$ cat config.mk
export PLATFORM = sky130hd
export DESIGN_NAME = sr_debounce
export DESIGN_NICKNAME = d
export VERILOG_FILES = /design/src/rtl/sr_debounce.sv
export SDC_FILE = /design/constraint.sdc
export NUM_CORES = 1
export LEC_CHECK = 0
export ABC_AREA = 1
export CAP_MARGIN = 20
export CORE_MARGIN = 5
export CORE_UTILIZATION = 50
export DETAILED_ROUTE_END_ITERATION = 12
export PLACE_DENSITY = 0.67
export SYNTH_ARGS = -nofsm -noshare
export SYNTH_HDL_FRONTEND = slang
export SYNTH_SLANG_ARGS = --single-unit
$ cat constraint.sdc
create_clock -name clk -period 2.7 [get_ports clk]
set_clock_uncertainty 0.1 [all_clocks]
set_input_delay 0.54 -clock clk [delete_from_list [all_inputs] [get_ports clk]]
set_output_delay 0.54 -clock clk [all_outputs]
set_load 0.02 [all_outputs]
$ cat src/rtl/sr_debounce.sv
// Debouncer for a pair of raw set/reset push-buttons feeding a downstream SR
// flip-flop stage; each channel has its own synchronizer, FSM and counter.
module sr_debounce #(
  parameter int DEBOUNCE_CYCLES = 500000,
  parameter int CNT_W           = 19
) (
  input  logic clk,
  input  logic Clear_n,
  input  logic S_btn,
  input  logic R_btn,
  output logic S,
  output logic R,
  output logic S_pulse,
  output logic R_pulse,
  output logic Invalid
);

  typedef enum logic [1:0] {
    STABLE0 = 2'd0,
    CHK1    = 2'd1,
    STABLE1 = 2'd2,
    CHK0    = 2'd3
  } state_e;

  localparam logic [CNT_W-1:0] CNT_LAST = CNT_W'(DEBOUNCE_CYCLES - 1);

  logic [1:0] raw;
  logic [1:0] lvl;
  logic [1:0] pulse;

  // Channel 0 is set, channel 1 is reset.
  assign raw = {R_btn, S_btn};

  for (genvar g = 0; g < 2; g++) begin : g_ch
    logic             meta_q;
    logic             sync_q;
    state_e           state_q;
    state_e           state_d;
    logic [CNT_W-1:0] cnt_q;
    logic [CNT_W-1:0] cnt_d;
    logic             lvl_q;
    logic             lvl_d;
    logic             pulse_q;
    logic             pulse_d;

    // Stage 0: two-flop synchronizer on the raw button
    always_ff @(posedge clk or negedge Clear_n) begin
      if (!Clear_n) begin
        meta_q <= 1'b0;
        sync_q <= 1'b0;
      end else begin
        meta_q <= raw[g];
        sync_q <= meta_q;
      end
    end

    // Stage 1: debounce FSM, counter and registered outputs
    always_ff @(posedge clk or negedge Clear_n) begin
      if (!Clear_n) begin
        state_q <= STABLE0;
        cnt_q   <= '0;
        lvl_q   <= 1'b0;
        pulse_q <= 1'b0;
      end else begin
        state_q <= state_d;
        cnt_q   <= cnt_d;
        lvl_q   <= lvl_d;
        pulse_q <= pulse_d;
      end
    end

    always_comb begin
      state_d = state_q;
      cnt_d   = cnt_q;
      pulse_d = 1'b0;
      unique case (state_q)
        STABLE0: begin
          if (sync_q) begin
            state_d = CHK1;
            cnt_d   = '0;
          end
        end
        CHK1: begin
          if (!sync_q) begin
            state_d = STABLE0;
            cnt_d   = '0;
          end else if (cnt_q == CNT_LAST) begin
            state_d = STABLE1;
            cnt_d   = '0;
            pulse_d = 1'b1;
          end else begin
            cnt_d = cnt_q + 1'b1;
          end
        end
        STABLE1: begin
          if (!sync_q) begin
            state_d = CHK0;
            cnt_d   = '0;
          end
        end
        CHK0: begin
          if (sync_q) begin
            state_d = STABLE1;
            cnt_d   = '0;
          end else if (cnt_q == CNT_LAST) begin
            state_d = STABLE0;
            cnt_d   = '0;
          end else begin
            cnt_d = cnt_q + 1'b1;
          end
        end
        default: begin
          state_d = STABLE0;
          cnt_d   = '0;
        end
      endcase
      // A level is held high while a falling check is still pending.
      lvl_d = (state_d == STABLE1) || (state_d == CHK0);
    end

    assign lvl[g]   = lvl_q;
    assign pulse[g] = pulse_q;
  end

  // Stage 2: output mapping; Invalid is purely combinational on the registered levels
  assign S       = lvl[0];
  assign R       = lvl[1];
  assign S_pulse = pulse[0];
  assign R_pulse = pulse[1];
  assign Invalid = lvl[0] & lvl[1];

endmodule

==> Yosys cells after proc, flatten, opt, wreduce, memory -nomap -nowiden <==
Index checks and enable logic that the tools add are counted.
{ "op_classes": {"addsub": 2, "eq_ne": 16, "n_mux": 32, "n_bitwise": 1, "n_reduce_logical": 6} }
{ "op_table": {"columns": ["op", "count"], "rows": [
  ["two-way mux 19 bit", 10],
  ["one-hot mux 19 bit (4 select lines)", 2],
  ["adder 19 x 1 -> 19 bit, second input constant", 2],
  ["equality test 19 bit, second input constant", 2],
  ["two-way mux 2 bit", 12],
  ["equality test 2 bit, second input constant", 8],
  ["one-hot mux 2 bit (4 select lines)", 2],
  ["inequality test 2 bit, second input constant", 4],
  ["two-way mux 1 bit", 6],
  ["equality test 2 x 1 -> 1 bit, second input constant", 2],
  ["logical NOT 2 bit", 2],
  ["AND reduction 2 bit", 2],
  ["logical OR 1 bit", 2],
  ["AND 1 bit", 1]
]} }
{ "totals": {"register_bits": 50, "inputBits": 4, "output_inout_bits": 5, "wordCells": 69} }

==> Longest topological paths before layout <==
Gate-level depths: netlist of run 1.
{ "logic_depth": {"word_depth": 6, "depth_mapped": 10, "mapped_depth_nobuf": 10} }

==> Least setup slack after synthesis of run 1 <==
No wires, ideal clock.
{ "synth_timing": {"path_type": "register -> register", "startpoint": "reg g_ch[1].cnt_q[0]", "endpoint": "reg g_ch[1].cnt_q[12]", "setup_time_ps": 120, "t_arrival_ps": 1279, "required_time_ps": 2480, "path_slack_ps": 1201, "path_stages_with_launch": 11, "n_path_buf": 0, "period_less_slack_ps": 1499, "cell_sequence": "dfrtp_1 ha_1 nand2_1 nor2_4 nand2_2 nor2_4 nand2_1 nand2_1 nand2_1 nand2_1 o21ai_2"} }
{ "synth_between": {"elab_chain_cells": 4} }
{ "synth_rtl": {"columns": ["item", "line", "source"], "rows": [
  ["from (decl)", "39", "logic [CNT_W-1:0] cnt_q;"],
  ["from (signal assigned)", "66", "cnt_q <= cnt_d;"],
  ["adder 19 x 1 -> 19 bit or equality test 19 bit (tied branches)", null, null],
  ["two-way mux 19 bit *", "87, 105", null],
  ["two-way mux 19 bit, on equally long branches", "102, 84", null],
  ["one-hot mux 19 bit (4 select lines) *", "76", "unique case (state_q)"]
]} }
Every way passes the cells marked *; elsewhere a longest branch is shown, timed or not.
A chain may end at the register's enable or synchronous reset.

==> Worst setup path in the final report of run 1 <==
{ "layout_timing": {"startpoint": "reg g_ch[0].lvl_q, in the netlist S", "endpoint": "out Invalid"} }
{ "layout_between": {"elab_chain_cells": 1} }
{ "layout_rtl": {"columns": ["item", "line", "source"], "rows": [
  ["from (decl)", "41", "logic lvl_q;"],
  ["from (signal assigned)", "67", "lvl_q <= lvl_d;"],
  ["AND 1 bit", "130", "assign Invalid = lvl[0] & lvl[1];"],
  ["to (decl)", "15", "output logic Invalid"]
]} }
No other way between the ends.

==> reports/results.ini, run 1 <==
[drt]
vias_per_cell=5.16
routed_wirelength_mm=5.64
dr.pass1.iters=4
avgRoutedWirePerCell_um=12.8
drc=0
dr.first_iter.drc_count=173
vias=2274
postRouteAntennaNets=0

[flow_run]
cap_viol_max_count=0

[synthesis]
synthMuxAreaShare_pct=0
synth_seq_area_share_pct=44.7
ys.flop_type=dfrtp_1
ys_async_sr_fraction_pct=100
synth_top_family_by_area=simple AND/OR/NAND/NOR gates
synth_area_mm2=0.00280
synth_cells=355
ys_seq_elements=50
syn_nets=361
synth_adder_area_share_pct=0.895
yosys.area.top_type=dfrtp_1
synth_cell_types=30
syn_avg_cell_area_um2=7.88
ys_top_cells_by_area=dfrtp_1 (45%), nand2_1 (14%), nor2_1 (4.8%)
yosys.area_share.simple_pct=31.9
synth-compound-area-share_pct=9.40
yosysWarnings=0
synth_xor_area_share_pct=6.26
synth_enable_flop_cells=0
synth_most_common_cell=nand2_1
synth_commonest_cells=nand2_1 (103), dfrtp_1 (50), nor2_1 (36)
synth_top_area_share_pct=44.7

[floorplanning]
io_pins=9
die_h_um=84.8
start_util_pct=51.1
die_area_mm2=0.00719
coreArea_mm2=0.00547
num_rows=27
die_w_um=84.8

[clock_tree]
cts-resized-gates=0
clk_latency_ns=0.30
ctsHoldBuffers=0
post_cts_buffers=0
cts_root_buf=clkbuf_8
htreeDepth=2
clkSinkCount=50
cts_max_path_buffers=2
cts_buffers=5
path_clk_slew_ns=0.09
cts_tree=yes

[worst_setup_path]
crit_path_cell_trace=nand2_1 > inv_1 > clkdlybuf4s50_1
crit_slowest_cell=clkdlybuf4s50_1
crit_required_ns=2.06
path_buf_inv=2
cp_top_family=buffers and inverters
cp-start-kind=flop
arrival_ns=1.33
crit_fanout=2
cp_slowest_stage_delay_ns=0.59
cp-end-kind=output port
path_class=flop to output port

[timing]
rsz0062_at_grt=false
hold_viol=0
slew_viol_final=0
max_freq_ghz=0.506
slew_headroom_pct=53.4
fin_crit_ns=1.97
final-setup-viol-count=0
finalCritPeriodShare_pct=73.1
worstMarginPinSlew_ns=0.696
fin_setup_tns_ns=0

[outcome]
outcome=completed

[cells_and_area]
areaGrowthSynthToFinish_pct=10.5
layoutNonFillerInstCount=441
antennaDiodeCount=0
fin_nets=374
filler_cell_count=502
drive_above_1_share_pct=10.0

[global_route]
antenna_found_initial=0
grt_use_total_pct=17.0
gr-total-overflow=0
grt_max_degree=27
grt_pass1_vias=2152
grt_pass1_wl_mm=10.0

[power]
power_density_mw_per_mm2=477
ir_drop_v=0.000239
leakage_nw=1.27

[placed_design]
io_buffers=8
gp_congestion=0.883
dp_cells=433
dp.final_hpwl_mm=4.19

[hold_path]
hp-class=input port to async pin

## final timing paths
path	start	end	slack [ns]	depth (start not counted)
hold reg to reg	g_ch[0].meta_q	g_ch[0].sync_q	0.26	0
setup reg to reg	g_ch[0].sync_q	g_ch[0].cnt_q[5]	0.94	5
max in group asynchronous	Clear_n	g_ch[1].cnt_q[8]	1.80	2
setup / recovery	S	Invalid	0.73	3
min in group clk	g_ch[0].meta_q	g_ch[0].sync_q	0.26	0
hold / removal	Clear_n	g_ch[1].cnt_q[11]	0.14	1
## worst reg2reg max path, delay by kind of cell, from the launching register on
kind / cells / cell delay (ns)
AO/OA/AOI/OAI: 1 / 0.21
buffers and inverters: 1 / 0.25
flip-flops: 1 / 0.40
AND/OR/NAND/NOR: 3 / 0.72
## sequential cells by signal (all words and copies together), names as in the netlist
| signal | cells |
|---|---|
| R | 1 |
| R_pulse | 1 |
| S | 1 |
| S_pulse | 1 |
| g_ch.cnt_q | 38 |
| g_ch.meta_q | 2 |
| g_ch.state_q | 4 |
| g_ch.sync_q | 2 |
## layout by cell type (no fill, tap or decap), types with 3 or more instances in the layout
cell	Yosys	final
nor3_1	7	7
nand2_1	103	103
o21ai_1	5	5
xor2_1	14	14
nand3_1	26	26
nor2_4	5	5
o22ai_1	11	11
inv_1	35	35
nor2_2	5	5
clkdlybuf4s50_1	0	7
dfrtp_1	50	50
inv_2	3	3
clkbuf_8	0	6
and2_1	3	3
o21ai_0	3	3
nor2_1	36	36
a21oi_1	12	12
xnor2_1	6	6
nand4_1	8	8
nand2_2	3	3
o21ai_2	6	6
## through the flow
step	setup WS, ns	instance area, µm²	util (%)	total power, mW	hold slack, ns
4_1_cts	0.702	3090	56.5	1.49	0.160
2_1_floorplan	1.20	2800	-	0.820	0.144
3_5_place_dp	0.920	2950	53.9	0.850	0.241
3_3_place_gp	0.951	2950	53.9	0.850	0.232
6_report	0.725	3090	56.5	1.47	0.144
5_1_grt	0.644	3090	56.5	1.54	0.192
## logic make-up after synthesis
kind of cell | count (synthesis)
flops | 50
compound gates | 41
fa+ha+maj | 2
buf+inv | 43
xor+xnor | 20
simple gates | 199
## power by group
| group | total, mW | switching [mW] | internal (mW) |
|---|---|---|---|
| Clock | 0.641 | 0.246 | 0.395 |
| Combinational | 0.0668 | 0.0461 | 0.0207 |
| Sequential | 0.767 | 0.00897 | 0.758 |
| Total | 1.47 | 0.301 | 1.17 |
## per-layer routing
metal  part of all wire (%)  vias to the layer above  wire length [µm]  global-route usage (%)
met5                      0                        -                 0                       0
li1                       -                     1165                 -                       -
met1                     51                     1053              2870                    24.3
met3                    5.0                        7               281                    4.02
met2                     43                       49              2420                    25.4
met4                    1.2                        0                68                    5.47
## final cells by class
| type | count | area (µm²) | area share (%) |
|---|---|---|---|
| timing repair buffer | 11 | 110 | 3.56 |
| clock buffer | 6 | 82.6 | 2.67 |
| clock inverter | 2 | 60.1 | 1.94 |
| tap | 72 | 90.1 | 2.91 |
| multi-input combinational | 262 | 1350 | 43.8 |
| inverter | 38 | 143 | 4.62 |
| sequential | 50 | 1250 | 40.5 |
Power figures use the tool's default switching activity.
==> inputs of run 2 (changes only) <==
==> constraint.sdc (replaced) <==
create_clock -name clk -period 1.82 [get_ports clk]
set_clock_uncertainty 0.1 [all_clocks]
set_input_delay 0.364 -clock clk [delete_from_list [all_inputs] [get_ports clk]]
set_output_delay 0.364 -clock clk [all_outputs]
set_load 0.02 [all_outputs]
==> run 2 against run 1 <==
Core utilization about the same. Critical path depth decreased by 2. Non-clock buffer count increased by 4. Sequential power increased by 49%. Combinational power increased by 57%. First-iteration DRC count decreased by 44%. Cell count increased by 0.91%. Worst setup slack got worse by 0.65 ns. Critical path type unchanged. Largest power group unchanged.
==> reports/results.ini, run 2 (synthesis gave the netlist of run 1 again) <==
[cells_and_area]
largest_reg_flops=38  ; unchanged
top_register=g_ch.cnt_q
antennaDiodeCount=0  ; unchanged
fin_nets=378  ; +1.1%
final_area_mm2=0.00309  ; about the same
final_common_cell=nand2_1
areaGrowthSynthToFinish_pct=10.6  ; about the same
reg.largest.list=g_ch.cnt_q x38, g_ch.state_q x4
filler_cell_count=511  ; +1.8%
most-common-layout-cells=nand2_1 (103), dfrtp_1 (50), nor2_1 (36)
drive_above_1_share_pct=10.7  ; +0.70 points

[drt]
routed.top_layer=met4
dr.pass1.iters=4  ; unchanged
drc=0  ; unchanged
met2_length_mm=2.39  ; -1.4%
vias=2296  ; +0.97%
dr.first_iter.drc_count=97  ; -44%
met1Wirelength_mm=2.79  ; -2.7%
vias_per_cell=5.16  ; about the same
routed_wirelength_mm=5.56  ; -1.4%
avgRoutedWirePerCell_um=12.5  ; -2.3%
postRouteAntennaNets=0  ; unchanged
wl_met3_um=342  ; +22%

[placed_design]
io_buffers=8  ; unchanged
dpl-instance-area_mm2=0.00297  ; +0.76%
dp.final_hpwl_mm=4.10  ; -2.1%
gp_congestion=0.897  ; +1.7%

[worst_setup_path]
path_buf_inv=1  ; -1
crit_fanout=2  ; unchanged
crit_path_cell_trace=clkdlybuf4s50_1
cp-start-kind=flop
cp_slowest_stage_delay_ns=0.61  ; +0.02 ns
path_class=flop to output port
cp_top_family=buffers and inverters
cp-end-kind=output port
arrival_ns=1.28  ; -0.05 ns
crit_required_ns=1.36  ; -0.70 ns
crit_slowest_cell=clkdlybuf4s50_1

[floorplanning]
io_pins=9  ; unchanged
die_area_mm2=0.00719  ; unchanged
die_h_um=84.8  ; unchanged
start_util_pct=51.1  ; unchanged
num_rows=27  ; unchanged
die_w_um=84.8  ; unchanged
coreArea_mm2=0.00547  ; unchanged

[global_route]
grt_use_total_pct=17.3  ; +0.25 points
grt_pass1_wl_mm=10.1  ; +0.21%
gr-total-overflow=0  ; unchanged
grt_pass1_vias=2166  ; +0.65%
grt_max_degree=33  ; +22%
antenna_found_initial=0  ; unchanged

[clock_tree]
cts_max_path_buffers=2  ; unchanged
path_clk_slew_ns=0.09  ; about the same
cts_buffers=5  ; unchanged
htreeDepth=2  ; unchanged
cts_tree=yes
cts_root_buf=clkbuf_8
clk_latency_ns=0.31  ; about the same
clkSinkCount=50  ; unchanged
post_cts_buffers=0  ; unchanged

[timing]
rsz0062_at_grt=false
fin_setup_tns_ns=0  ; unchanged
fin_crit_ns=1.74
final-setup-viol-count=0  ; unchanged
max_freq_ghz=0.574
slew_viol_final=0  ; unchanged
slew_headroom_pct=69.2  ; +16 points
finalCritPeriodShare_pct=95.7
worstMarginPinSlew_ns=0.462  ; -0.234 ns
hold_viol=0  ; unchanged

[flow_run]
cap_viol_max_count=0  ; unchanged

[power]
power_density_mw_per_mm2=662  ; +39%
ir_drop_v=0.000494  ; +110%
leakage_nw=1.27  ; +0.29%

[hold_path]
hp-class=flop to flop

[outcome]
outcome=completed

[run 2: worst paths after layout]
path                             startpoint  depth (start not counted)  slack [ns]                 to
max                                       S                          1        0.08                  S
min                          g_ch[0].meta_q                          0        0.27     g_ch[0].sync_q
max reg2reg                g_ch[1].cnt_q[0]                          8        0.12  g_ch[1].cnt_q[12]
min reg2reg                  g_ch[0].meta_q                          0        0.27     g_ch[0].sync_q
max in group asynchronous           Clear_n                          3        0.67   g_ch[1].cnt_q[5]
min in group asynchronous           Clear_n                          2        0.42  g_ch[1].cnt_q[14]
[run 2: cell type report]
cell class	count	area, µm²	area share, %
multi-input cells	262	1350	43.8
flip-flops and latches	50	1250	40.5
inverters	38	143	4.61
repair buffers	15	141	4.57
well taps	72	90.1	2.91
clock buffers	5	68.8	2.22
clock inverters	3	45.0	1.46
[run 2: where the power goes]
group	internal, mW	switching [mW]
sequential	1.12	0.0135
combinational	0.0348	0.0699
clock	0.409	0.395
total	1.57	0.479
[run 2: stage by stage]
step | utilization [%] | power (mW) | hold WS, ns | std cells | setup WS [ns]
6_report | 56.5 | 2.05 | 0.267 | 445 | 0.0776
5_1_grt | 56.5 | 2.15 | 0.282 | 445 | 0.00682
4_1_cts | 56.5 | 2.08 | 0.274 | 445 | 0.0555
3_5_place_dp | 54.3 | 1.26 | 0.242 | 436 | 0.110
3_3_place_gp | 54.3 | 1.26 | 0.233 | 436 | 0.173
2_1_floorplan | - | 1.22 | -0.0316 | 355 | 0.321
[run 2: layer usage]
metal  track usage [%]  vias up
met1              24.7     1059
met5                 0        -
met2              26.0       54
met3              4.81        4
li1                  -     1179
met4              4.03        0
[run 2: repair_timing]
action,in CTS,in global routing
gates resized for setup,1,1
endpoints found under the setup margin,1,3
hold buffers,1,0
endpoints found under the hold margin,18,0
==> inputs of run 3 (changes only) <==
--- a/config.mk
+++ b/config.mk
@@ -7,6 +7,7 @@
 export LEC_CHECK = 0
 export ABC_AREA = 1
 export CAP_MARGIN = 20
+export CORE_ASPECT_RATIO = 0.7
 export CORE_MARGIN = 5
 export CORE_UTILIZATION = 50
 export DETAILED_ROUTE_END_ITERATION = 12
==> run 3 against run 2 <==
Count of clock-buffer cells in the layout is the same. Core utilization grew 2.2 points. Hold slack lost 0.019 ns. Register-to-register slack gained 0.02 ns. Flip-flop and latch count is the same. Cell count grew 0.90%. Sequential share of layout area shrank 0.51 points. Maximum frequency grew 0.85%.
==> reports/results.ini, run 3 (synthesis gave the netlist of run 1 again) <==
[timing]
max_freq_ghz=0.579  ; +0.85%
worstMarginPinSlew_ns=0.521  ; +0.0585 ns
slew_headroom_pct=65.0  ; -4.2 points
fin_crit_ns=1.73  ; -0.0147 ns
final-setup-viol-count=0  ; unchanged
finalCritPeriodShare_pct=94.9  ; -0.81 points
slew_viol_final=0  ; unchanged
fin_setup_tns_ns=0  ; unchanged
hold_viol=0  ; unchanged

[placed_design]
gp_congestion=0.859  ; -4.2%
io_buffers=8  ; unchanged
dp.final_hpwl_mm=4.25  ; +3.7%

[global_route]
grt_pass1_vias=2076  ; -4.2%
gr-total-overflow=0  ; unchanged
grt_pass1_wl_mm=10.3  ; +2.8%
grt_use_total_pct=17.8  ; +0.55 points
antenna_found_initial=0  ; unchanged
grt_max_degree=51  ; +55%

[cells_and_area]
largest_reg_flops=38  ; unchanged
areaGrowthSynthToFinish_pct=12.1
regArea_mm2=0.00125  ; about the same
multiInputGateArea_mm2=0.00137  ; +1.2%
most-common-layout-cells=nand2_1 (103), dfrtp_1 (49), inv_1 (35), nor2_1 (35), nand3_1 (26)
final_common_cell=nand2_1
drive_above_1_share_pct=12.2  ; +1.5 points
antennaDiodeCount=0  ; unchanged
reg.largest.list=g_ch.cnt_q x38, g_ch.state_q x4
fin_nets=382  ; +1.1%
top_register=g_ch.cnt_q
filler_cell_count=515  ; +0.78%

[floorplanning]
io_pins=9  ; unchanged
start_util_pct=52.4  ; +1.3 points
die_area_mm2=0.00721  ; +0.33%
num_rows=22  ; -19%
coreArea_mm2=0.00534  ; -2.4%
die_h_um=72.6  ; -14%
die_w_um=99.4  ; +17%

[worst_setup_path]
cp-end-kind=output port
arrival_ns=1.26  ; -0.02 ns
crit_path_cell_trace=clkdlybuf4s50_1
cp-start-kind=flop
path_buf_inv=1  ; unchanged
crit_fanout=2  ; unchanged
path_class=flop to output port
crit_slowest_cell=clkdlybuf4s50_1
cp_top_family=buffers and inverters
cp_slowest_stage_delay_ns=0.61  ; about the same
crit_required_ns=1.36  ; about the same

[outcome]
outcome=completed

[power]
ir_drop_v=0.000534  ; +8.1%
leakage_nw=1.30  ; +2.3%
power_density_mw_per_mm2=644  ; -2.7%
finalPower_mw=2.02  ; -1.3%

[flow_run]
cap_viol_max_count=0  ; unchanged

[drt]
vias_per_cell=5.06  ; -1.9%
dr.first_iter.drc_count=218  ; +120%
avgRoutedWirePerCell_um=12.8  ; +2.7%
dr.pass1.iters=4  ; unchanged
drc=0  ; unchanged
vias=2272  ; -1.0%
postRouteAntennaNets=0  ; unchanged
routed_wirelength_mm=5.76  ; +3.6%

[clock_tree]
cts_root_buf=clkbuf_8
cts_buffers=5  ; unchanged
path_clk_slew_ns=0.09  ; about the same
cts_tree=yes
cts_max_path_buffers=2  ; unchanged
clk_latency_ns=0.30  ; about the same
htreeDepth=2  ; unchanged
clkSinkCount=50  ; unchanged

[hold_path]
hp-class=flop to flop

==> run 3: changes by cell type in the layout (fill, tap and decap cells not counted), sizes merged <==
cell	before	now
buf	7	11
clkinv	0	2
clkinvlp	2	0
==> run 3: timing repair <==
action | 4_1_cts | 5_1_grt
setup buffers | 0 | 3
hold buffers | 1 | 0
setup endpoints to repair | 1 | 13
resized for setup | 1 | 4
cloned | 0 | 0
hold endpoints to repair | 50 | 0
==> run 3: worst paths after layout <==
kind                                  start                 to  slack, ns  cells after the start
setup / recovery                          S                  S       0.09                      1
max in group asynchronous           Clear_n  g_ch[1].cnt_q[18]       0.91                      3
min in group asynchronous           Clear_n  g_ch[1].cnt_q[10]       0.47                      3
hold reg to reg              g_ch[1].meta_q     g_ch[1].sync_q       0.25                      0
hold / removal               g_ch[1].meta_q     g_ch[1].sync_q       0.25                      0
setup reg to reg           g_ch[1].cnt_q[1]  g_ch[1].cnt_q[14]       0.14                      8
==> run 3: power breakdown <==
part	switching, mW	total [mW]	leakage, nW	internal (mW)
Clock	0.368	0.773	0.0579	0.405
Combinational	0.0701	0.108	0.560	0.0376
Sequential	0.0138	1.14	0.681	1.12
==> run 3: per-stage QoR <==
stage | util [%] | cell area, µm² | instances | hold slack [ns] | setup WS, ns
finish | 58.7 | 3140 | 449 | 0.248 | 0.0923
global route | 58.7 | 3140 | 449 | 0.268 | -0.00505
CTS | 58.0 | 3100 | 446 | 0.250 | 0.0626
detailed placement | 55.8 | 2980 | 437 | 0.236 | 0.0730
global placement | 55.8 | 2980 | 437 | 0.236 | 0.113
floorplan | - | 2800 | 355 | -0.0316 | 0.321
==> run 3: metal layers <==
layer	GRT usage (%)	share of wire (%)	vias to the layer above
li1	-	-	1182
met1	31.4	58	1038
met2	21.8	36	50
met3	3.72	5.4	2
met4	1.82	0.12	0
met5	0	0	-
==> run 3: cell type report <==
type | count | share of cell area [%]
multi-input cells | 262 | 43.7
well taps | 72 | 2.87
inverters | 38 | 4.55
flip-flops and latches | 50 | 39.9
repair buffers | 19 | 5.47
clock inverters | 3 | 1.28
clock buffers | 5 | 2.19
==> patch (settings of run 3) <==
The parameter `CNT_W` goes from 19 to 21.
--- a/src/rtl/sr_debounce.sv
+++ b/src/rtl/sr_debounce.sv
@@ -2,7 +2,7 @@
 // flip-flop stage; each channel has its own synchronizer, FSM and counter.
 module sr_debounce #(
   parameter int DEBOUNCE_CYCLES = 500000,
-  parameter int CNT_W           = 19
+  parameter int CNT_W           = 21
 ) (
   input  logic clk,
   input  logic Clear_n,
Check against the original RTL: same outputs for any inputs over 10 cycles, from zero or initial values; that may be too few to reach the edited logic, so the function may still have changed.
==> patch against run 3 <==
Cell area increased by 8.0%; power decreased by 2.7%; synthesized area increased by 10%; worst setup slack got worse by 0.0058 ns; maximum frequency decreased by 0.33%; sequential cell count increased by 3; critical path depth unchanged; routed wire length increased by 8.5%.
==> patch: results (changes against run 3) <==
leakage 0.00160 uW (+23%); hpwl dp 4730 um (+11%); global-route met1 utilization 27.8% (-3.6 points); Mean Syn Cell Area 7.38 um^2 (-6.3%); final instance area 3390 um^2 (+8.0%); status complete, no violations; Synth Net Count 424 (+17%); routed length on met3 255 um (-19%); Area contributors post-synth dfrtp_1 43%, nand2_1 16%, nand3_1 6.5%, nor2_1 6.4%, inv_1 5.1%; dpl cells 506 (+16%); WL met1 3600 um (+7.2%); Slew @ Worst Pin 0.370 ns (-0.151 ns); first-pass GRT wire length 10900 um (+5.1%); share of layout cells above drive strength 1 10.3% (-1.9 points); GP Congestion 0.844 (-1.8%); DP Area 3290 um^2 (+10%); drt initial violations 91 (-58%); pre-CTS WS 0.101 ns (+0.0283 ns); met2 WL post-DR 2340 um (+13%); top flop regs g_ch.cnt_q (42), g_ch.state_q (3); fin nets 442 (+16%); Commonest cells post-synth 133 x nand2_1, 53 x dfrtp_1, 53 x nor2_1, 42 x inv_1, 40 x nand3_1; worst reg2reg startpoint g_ch[1].cnt_q[0]$_DFFE_PN0P_; largest net degree at the start of global routing 41 (-20%); sequential cell area fraction in the yosys report 43.0% (-1.8 points)
[patch: cell count changes after synthesis, sizes merged, moves of 2 or more]
cell / before / now
nand3: 27 / 44
o21ai: 14 / 24
nor3: 7 / 0
a21boi: 2 / 0
nor2: 46 / 65
o21bai: 2 / 5
a21oi: 12 / 2
buf: 5 / 7
nand2: 107 / 139
inv: 38 / 46
and2: 3 / 0
dfrtp: 50 / 53
nand4: 8 / 5
o22ai: 11 / 4
[patch: cell families (layout without fill, tap and decap cells)]
kind of cell	count (synthesis)	in the layout	share of synthesized area (%)
flip-flops	53	53	43.0
buffers and inverters	53	72	7.22
AND/OR/NAND/NOR	254	254	36.6
AO/OA/AOI/OAI	35	35	6.49
XOR/XNOR	21	21	5.96
adder cells (fa/ha/maj)	2	2	0.811
[patch: worst paths after layout]
path,slack (ns),endpoint
setup / recovery,0.09,S
hold / removal,0.27,g_ch[1].sync_q$_DFF_PN0_
setup reg to reg,0.12,g_ch[1].cnt_q[2]$_DFFE_PN0P_
hold reg to reg,0.27,g_ch[1].sync_q$_DFF_PN0_
max in group asynchronous,0.70,g_ch[1].cnt_q[10]$_DFFE_PN0P_
min in group asynchronous,0.40,g_ch[0].cnt_q[10]$_DFFE_PN0P_
[patch: cell type report]
type | instances | share of cell area [%]
tap | 78 | 2.88
timing repair buffer | 18 | 4.91
sequential | 53 | 39.2
clock buffer | 7 | 2.25
clock inverter | 1 | 0.222
inverter | 46 | 5.10
multi-input combinational | 312 | 45.5
[patch: repair_timing]
action | 4_1_cts | 5_1_grt
setup buffers | 0 | 0
hold buffers | 1 | 0
gates resized for setup | 1 | 2
hold endpoints to repair | 13 | 0
endpoints found under the setup margin | 1 | 12
